[src/rtl/carry_look_ahead_adder_core.sv]
// -----------------------------------------------------------------------------
// carry_look_ahead_adder_core
//
// Registered two-level carry-lookahead adder.
//   * 4-bit lookahead blocks form their internal carries as flat
//     sum-of-products of g/p and the block carry-in. Carries never ripple
//     inside a block.
//   * A second-level lookahead unit builds every block carry-in from the
//     group generate/propagate terms (GG/GP) and carry_in.
//   * Sum, carry-out and the optional overflow flag are captured in output
//     registers on every rising clk edge. There is no handshake, and one
//     result is produced per cycle.
//
// Parameters
//   WIDTH      operand/sum width in bits. Must be a positive multiple of 4.
//
// Ports
//   clk        clock, rising-edge active
//   rst        asynchronous active-high reset, clears all outputs
//   a, b       addends
//   carry_in   carry into bit 0
//   S          registered sum, a + b + carry_in modulo 2^WIDTH
//   carry_out  registered carry out of bit WIDTH-1
//   overflow   registered signed-overflow flag. This port exists only when
//              the macro CLA_OVERFLOW_EN is defined.
//
// Optional feature macro: CLA_OVERFLOW_EN
// -----------------------------------------------------------------------------
module carry_look_ahead_adder_core #(
    parameter int WIDTH = 8
) (
    input  logic             clk,
    input  logic             rst,
    input  logic [WIDTH-1:0] a,
    input  logic [WIDTH-1:0] b,
    input  logic             carry_in,
    output logic [WIDTH-1:0] S,
`ifdef CLA_OVERFLOW_EN
    output logic             overflow,
`endif
    output logic             carry_out
);

    localparam int NB = WIDTH / 4;  // number of 4-bit lookahead blocks

    logic [WIDTH-1:0] w_g;    // bit generate
    logic [WIDTH-1:0] w_p;    // bit propagate
    logic [WIDTH-1:0] w_c;    // carry into each bit
    logic [WIDTH-1:0] w_s;    // combinational sum
    logic [NB-1:0]    w_gg;   // group generate per block
    logic [NB-1:0]    w_gp;   // group propagate per block
    logic [NB:0]      w_bc;   // block carry-ins; w_bc[NB] is the carry out

    logic [WIDTH-1:0] r_s;
    logic             r_cout;

    assign w_g = a & b;
    assign w_p = a ^ b;

    // Second-level lookahead. Each block carry is the OR of every way a carry
    // can arrive: carry_in propagated through all lower blocks, or some lower
    // block generating and all blocks above it propagating. Everything is
    // written out as flat products, so nothing ripples block-to-block.
    function automatic logic [NB:0] f_block_carries(
        input logic [NB-1:0] gg,
        input logic [NB-1:0] gp,
        input logic          cin
    );
        logic [NB:0] c;
        logic        term;
        c    = '0;
        term = 1'b0;
        c[0] = cin;
        for (int k = 1; k <= NB; k++) begin
            term = cin;
            for (int m = 0; m < k; m++) begin
                term = term & gp[m];
            end
            c[k] = term;
            for (int j = 0; j < k; j++) begin
                term = gg[j];
                for (int m = j + 1; m < k; m++) begin
                    term = term & gp[m];
                end
                c[k] = c[k] | term;
            end
        end
        return c;
    endfunction

    assign w_bc = f_block_carries(w_gg, w_gp, carry_in);

    for (genvar k = 0; k < NB; k++) begin : g_blk
        logic [3:0] w_bg;
        logic [3:0] w_bp;
        logic       w_ci;

        assign w_bg = w_g[4*k +: 4];
        assign w_bp = w_p[4*k +: 4];
        assign w_ci = w_bc[k];

        // Intra-block carries, each a two-level SOP of g/p and the block carry-in.
        assign w_c[4*k]     = w_ci;
        assign w_c[4*k + 1] = w_bg[0]
                            | (w_bp[0] & w_ci);
        assign w_c[4*k + 2] = w_bg[1]
                            | (w_bp[1] & w_bg[0])
                            | (w_bp[1] & w_bp[0] & w_ci);
        assign w_c[4*k + 3] = w_bg[2]
                            | (w_bp[2] & w_bg[1])
                            | (w_bp[2] & w_bp[1] & w_bg[0])
                            | (w_bp[2] & w_bp[1] & w_bp[0] & w_ci);

        assign w_gg[k] = w_bg[3]
                       | (w_bp[3] & w_bg[2])
                       | (w_bp[3] & w_bp[2] & w_bg[1])
                       | (w_bp[3] & w_bp[2] & w_bp[1] & w_bg[0]);
        assign w_gp[k] = &w_bp;
    end

    assign w_s = w_p ^ w_c;

    always_ff @(posedge clk or posedge rst) begin
        if (rst) begin
            r_s    <= '0;
            r_cout <= 1'b0;
        end else begin
            r_s    <= w_s;
            r_cout <= w_bc[NB];
        end
    end

    assign S         = r_s;
    assign carry_out = r_cout;

`ifdef CLA_OVERFLOW_EN
    logic w_ovf;
    logic r_ovf;

    // Signed overflow occurs when both operands have the same sign and the
    // sum's sign differs from it. A carry_in cannot push mixed-sign
    // operands out of range.
    assign w_ovf = (a[WIDTH-1] == b[WIDTH-1]) & (w_s[WIDTH-1] != a[WIDTH-1]);

    always_ff @(posedge clk or posedge rst) begin
        if (rst) begin
            r_ovf <= 1'b0;
        end else begin
            r_ovf <= w_ovf;
        end
    end

    assign overflow = r_ovf;
`endif

endmodule

[config.mk]
export PLATFORM = sky130hd
export DESIGN_NAME = carry_look_ahead_adder_core
export DESIGN_NICKNAME = d
export VERILOG_FILES = /design/src/rtl/carry_look_ahead_adder_core.sv
export SDC_FILE = /design/constraint.sdc
export NUM_CORES = 1
export LEC_CHECK = 0
export ABC_CLOCK_PERIOD_IN_PS = 1800
export CELL_PAD_IN_SITES_DETAIL_PLACEMENT = 1
export CELL_PAD_IN_SITES_GLOBAL_PLACEMENT = 1
export CORE_MARGIN = 5
export CORE_UTILIZATION = 40
export CTS_CLUSTER_DIAMETER = 30
export DETAILED_ROUTE_END_ITERATION = 10
export DONT_BUFFER_PORTS = 1
export PLACE_DENSITY_LB_ADDON = 0.3
export SLEW_MARGIN = 20
export SYNTH_ARGS = -nofsm -noshare
export SYNTH_HDL_FRONTEND = slang
export SYNTH_SLANG_ARGS = --single-unit
[constraint.sdc]
create_clock -name clk -period 1.8 [get_ports clk]
set_clock_uncertainty 0.2 [all_clocks]
set_input_delay 0.27 -clock clk [delete_from_list [all_inputs] [get_ports clk]]
set_output_delay 0.27 -clock clk [all_outputs]
set_load 0.05 [all_outputs]
==> impl_metrics.tcl, run 1 <==
set metrics [dict create \
    outcome "completed" \
    grt_max_degree 10 \
    post-place-ws_ps -70.47 \
    synth_seq_cells 9 \
    antenna_found_initial 0 \
    cp-end-kind "flip-flop" \
    cts_tree "done" \
    dieArea_sq_um 2218 \
    critical_path_class "in2reg" \
    stdcell_count 69 \
    dpl.cell_count 64 \
    maxSlewViolCount 0 \
    max-cap-violations 0 \
    avgSynthCellArea_sq_um 11.97 \
    gp_congestion 0.7776 \
    worstMarginPinSlew_ps 477.4 \
    max_stage_delay_ps 350 \
    synth_warnings 0 \
    rsz0062_at_grt "false" \
    via_count 380 \
    yosys.area.top_type "dfrtp_1" \
    overflow 0 \
    hold_viol 0 \
    cts.sinks 9 \
    cp-start-kind "input port" \
    min_path_type "in2reg" \
    fin_setup_tns_ps 0 \
    syn_inst 46 \
    path_clk_slew_ps 60 \
    synth_nets 75 \
    ys_seq_area_share_pct 40.91 \
    worst_path_dominant_cell_family "adder cells" \
    wl_per_cell_um 18.32 \
    drcViolationCount 0 \
    cts_buffer_depth 2 \
    worst_slack_ps 212.2 \
    start_util_pct 42.31 \
    p_leak_nw 0.3118 \
    track_usage_pct 14.20 \
    port-buffer-count 0 \
    placed_cell_area_sq_um 646.9 \
    cp_num_buf_inv 0 \
    ir_drop_v 0.0003958 \
    wl_um 1264 \
    relSlewSlack_pct 68.20 \
    finalInstanceArea_sq_um 683.2 \
    synthTopCellsByArea "dfrtp_1 (41%), ha_1 (18%), fa_1 (7.3%), xor2_1 (4.8%), inv_1 (4.1%)" \
    dpl.hpwl_um 1127 \
    core_sq_um 1301 \
    viasPerCell 5.507 \
    yosys.area.top_type_share_pct 40.91 \
    post-route-period-util_pct 88.21 \
    h-tree-depth 1 \
    ys_types 20 \
    final_layout_size_suffix_gt1_share_pct 29.63 \
    worstPathRequired_ps 1740 \
    crit_path_top_delay_cell "fa_2" \
    cts_root_buf "clkbuf_4" \
    drtIter0Drc 3 \
    grt_pass1_vias 449 \
    worstPathArrival_ps 1530 \
    min_period_ps 1588 \
    fmax_mhz 629.8 \
    grt_first_pass_wirelength_um 2035 \
    die_y_um 47.10 \
    n_antenna_cell 0 \
    crit_path_cell_trace "ha_4, a21oi_2, o211ai_2, or2_4, fa_2, xor2_1" \
    synth_area_sq_um 550.5 \
    fp.dieW_um 47.10 \
    power_density_nw_per_um2 1012 \
    path_max_fanout 2 \
    final_nets 84 \
    setup_viol 0 \
    drt-pass1-iter-count 4 \
    detail-route-antenna-nets 0 \
    cts_buffers 3 \
    ios 28 \
    fin_util_pct 52.50 \
    area_growth_pct 24.09 \
    fp-row-count 13 \
]
## report_power, final
part           leakage [nW]  switching [mW]  internal (mW)
logic                 0.191          0.0648         0.0731
clock network        0.0150          0.0656         0.0851
registers             0.105           0.164          0.239
## cell families (layout without fill, tap and decap cells)
logic type,Yosys count,in the layout,share of synthesized area (%)
AOI/OAI and AO/OA,10,10,16.14
adders and majority gates,10,10,25.46
and+or+nand+nor,6,6,5.453
DFF,9,9,40.91
buffers and inverters,6,14,4.091
xor gates and xnor gates,5,5,7.956
## cell type report
class	instances	area, sq um
Tap cell	15	18.77
Clock buffer	4	26.28
Fill cell	144	618.1
Timing Repair Buffer	4	32.53
Sequential cell	9	225.2
Inverter	6	22.52
Multi-Input combinational cell	31	357.8
## through the flow
stage	power [mW]	hold WS [ps]
finish	0.6917	24.14
global route	0.7322	11.63
CTS	0.7016	19.18
detailed placement	0.5477	-63.58
global placement	0.5266	-85.42
floorplan	0.4998	-102.1
## sequential cells by signal (all words and copies together) (netlist names)
name and count:
carry_out 1, S 8
## layer usage
metal / up-vias / global-route usage, % / share of wire (%)
met5: - / 0 / 0
met3: 4 / 4.215 / 7.8
met1: 172 / 13.68 / 37
met4: 0 / 10.50 / 2.0
li1: 175 / - / -
met2: 29 / 25.20 / 53
## synthesized netlist by cell type
cell type / instances
a21o_1: 1
a211oi_1: 1
o41a_1: 1
o32ai_1: 1
a21o_2: 1
a21oi_2: 1
nor2_1: 1
o21a_1: 1
nand2_1: 1
o21bai_1: 1
o31a_1: 1
inv_1: 6
xnor2_1: 2
dfrtp_1: 9
nand3_1: 2
ha_1: 8
fa_1: 2
or2_2: 2
o211ai_2: 1
xor2_1: 3
## cell usage in the layout (no fill, tap or decap), drive strengths merged
cell type / n
clkbuf: 4
nand2: 1
o31a: 1
or2: 2
a211oi: 1
fa: 2
dlygate4sd3: 1
a21oi: 1
o211ai: 1
o21bai: 1
o21a: 1
nor2: 1
inv: 6
xor2: 3
ha: 8
a21o: 2
o32ai: 1
o41a: 1
buf: 3
dfrtp: 9
nand3: 2
xnor2: 2
## repair_timing
| item | in CTS | in global routing |
|---|---|---|
| hold buffers | 1 | 0 |
| endpoints found under the hold margin | 9 | 0 |
| setup buffers | 0 | 0 |
| resized for setup | 0 | 0 |
## path summary, 6_finish.rpt
path / endpoint / from / slack (ps) / cells past startpoint
worst max-delay path: S[5] / a[0] / 210 / 6
worst min-delay path: S[4] / b[4] / 20 / 1
max in group asynchronous: carry_out / rst / 940 / 2
min in group asynchronous: S[3] / rst / 210 / 2
Power figures use the tool's default switching activity.
==> inputs of run 2 (changes only) <==
--- a/config.mk
+++ b/config.mk
@@ -5,7 +5,7 @@
 export SDC_FILE = /design/constraint.sdc
 export NUM_CORES = 1
 export LEC_CHECK = 0
-export ABC_CLOCK_PERIOD_IN_PS = 1800
+export ABC_CLOCK_PERIOD_IN_PS = 1900
 export CELL_PAD_IN_SITES_DETAIL_PLACEMENT = 1
 export CELL_PAD_IN_SITES_GLOBAL_PLACEMENT = 1
 export CORE_MARGIN = 5
==> constraint.sdc (replaced) <==
create_clock -name clk -period 1.9 [get_ports clk]
set_clock_uncertainty 0.2 [all_clocks]
set_input_delay 0.285 -clock clk [delete_from_list [all_inputs] [get_ports clk]]
set_output_delay 0.285 -clock clk [all_outputs]
set_load 0.05 [all_outputs]
==> impl_metrics.tcl, run 2 (synthesized netlist as in run 1, its figures left out) <==
set metrics [dict create \
    wl_per_cell_um 18.01 \
    dpl.hpwl_um 1125 \
    fin_util_pct 49.04 \
    fp-row-count 13 \
    overflow 0 \
    h-tree-depth 1 \
    cp-startpoint "a[0]" \
    max-cap-violations 0 \
    path_clk_slew_ps 60 \
    cts_buffer_depth 2 \
    final_layout_size_suffix_gt1_share_pct 22.64 \
    cts.sinks 9 \
    critical_path_class "in2reg" \
    final_nets 83 \
    crit_end "carry_out" \
    cts_resized 0 \
    dieArea_sq_um 2218 \
    worstPathRequired_ps 1840 \
    min_period_ps 1704 \
    drtIter0Drc 2 \
    start_util_pct 42.31 \
    track_usage_pct 13.32 \
    path_max_fanout 3 \
    wl_um 1225 \
    maxSlewViolCount 0 \
    cp-end-kind "flip-flop" \
    n_antenna_cell 0 \
    grt_pass1_vias 477 \
    antenna_found_initial 0 \
    port-buffer-count 0 \
    cts_root_buf "clkbuf_4" \
    hold_depth 1 \
    detail-route-antenna-nets 0 \
    ir_drop_v 0.0002420 \
    worstPathArrival_ps 1640 \
    gp_congestion 0.7815 \
    power_density_nw_per_um2 1000 \
    cts_buffers 3 \
    hold_viol 0 \
    outcome "completed" \
    relSlewSlack_pct 69.13 \
    drt-pass1-iter-count 2 \
    p_leak_nw 0.3070 \
    core_sq_um 1301 \
    viasPerCell 5.485 \
    worstMarginPinSlew_ps 463.3 \
    cp-start-kind "input port" \
    post-route-period-util_pct 89.67 \
    min_path_type "in2reg" \
    ios 28 \
    power_mw 0.6381 \
    fmax_mhz 587.0 \
    via_count 373 \
    grt_max_degree 10 \
    setup_viol 0 \
    final_cell_mix "dfrtp_1 (9), ha_1 (7), inv_1 (6), xor2_1 (3), clkbuf_4 (3)" \
    grt_first_pass_wirelength_um 2049 \
    rsz0062_at_grt "false" \
    largest_reg_flops 8 \
    area_growth_pct 15.91 \
    die_y_um 47.10 \
    fp.dieW_um 47.10 \
    drcViolationCount 0 \
    cts_tree "done" \
    final_common_cell "dfrtp_1" \
]
[run 2: cell types whose count changed in the layout (fill, tap and decap cells not counted)]
| cell | before | now |
|---|---|---|
| ha_4 | 4 | 1 |
| ha_1 | 4 | 7 |
| buf_4 | 3 | 2 |
[run 2: power breakdown]
| part | switching (mW) | internal, mW |
|---|---|---|
| clock | 0.0581 | 0.0804 |
| combinational | 0.0584 | 0.0613 |
| sequential | 0.153 | 0.227 |
[run 2: timing repair]
action | 4_1_cts | 5_1_grt
hold endpoints to repair | 9 | 0
buffers inserted | 0 | 0
hold buffers | 1 | 0
[run 2: worst min path at each step]
| stage | from | slack [ps] | endpoint |
|---|---|---|---|
| final | b[4] | 60 | S[4] |
| after global routing | b[4] | 50 | S[4] |
| after CTS | b[4] | 60 | S[4] |
| after detailed placement | rst | -50 | carry_out |
| after global placement | rst | -70 | S[3] |
| after floorplan | rst | -90 | S[0] |
[run 2: area by class of cell]
| cell class | count | area (sq um) |
|---|---|---|
| Tap cell | 15 | 18.77 |
| Multi-Input combinational cell | 31 | 320.3 |
| Inverter | 6 | 22.52 |
| Sequential cell | 9 | 225.2 |
| Timing Repair Buffer | 3 | 25.02 |
| Fill cell | 147 | 663.1 |
| Clock buffer | 4 | 26.28 |
[run 2: worst max-delay path, stage by stage]
cell	delay [ps]
ha_1	280
a21oi_2	180
o211ai_2	120
buf_4	150
o41a_1	410
a21o_1	200
[run 2: stage by stage]
step / setup slack [ps] / area [sq um] / hold WS (ps) / cells / setup TNS [ps]
after global routing: 141.1 / 638.1 / 49.21 / 68 / 0
after CTS: 191.1 / 638.1 / 60.06 / 68 / 0
after global placement: -3.825 / 601.8 / -72.40 / 63 / -3.825
after detailed placement: -68.10 / 601.8 / -50.56 / 63 / -167.8
after floorplan: 30.09 / 568.0 / -87.08 / 46 / 0
final: 196.3 / 638.1 / 58.89 / 68 / 0
[run 2: layer usage]
metal,routed length [um],part of all wire [%],up-vias,track usage [%]
met4,0,0,0,4.972
met5,0,0,-,0
li1,-,-,175,-
met3,127,10,0,4.598
met1,415,34,181,12.71
met2,682,56,17,25.75
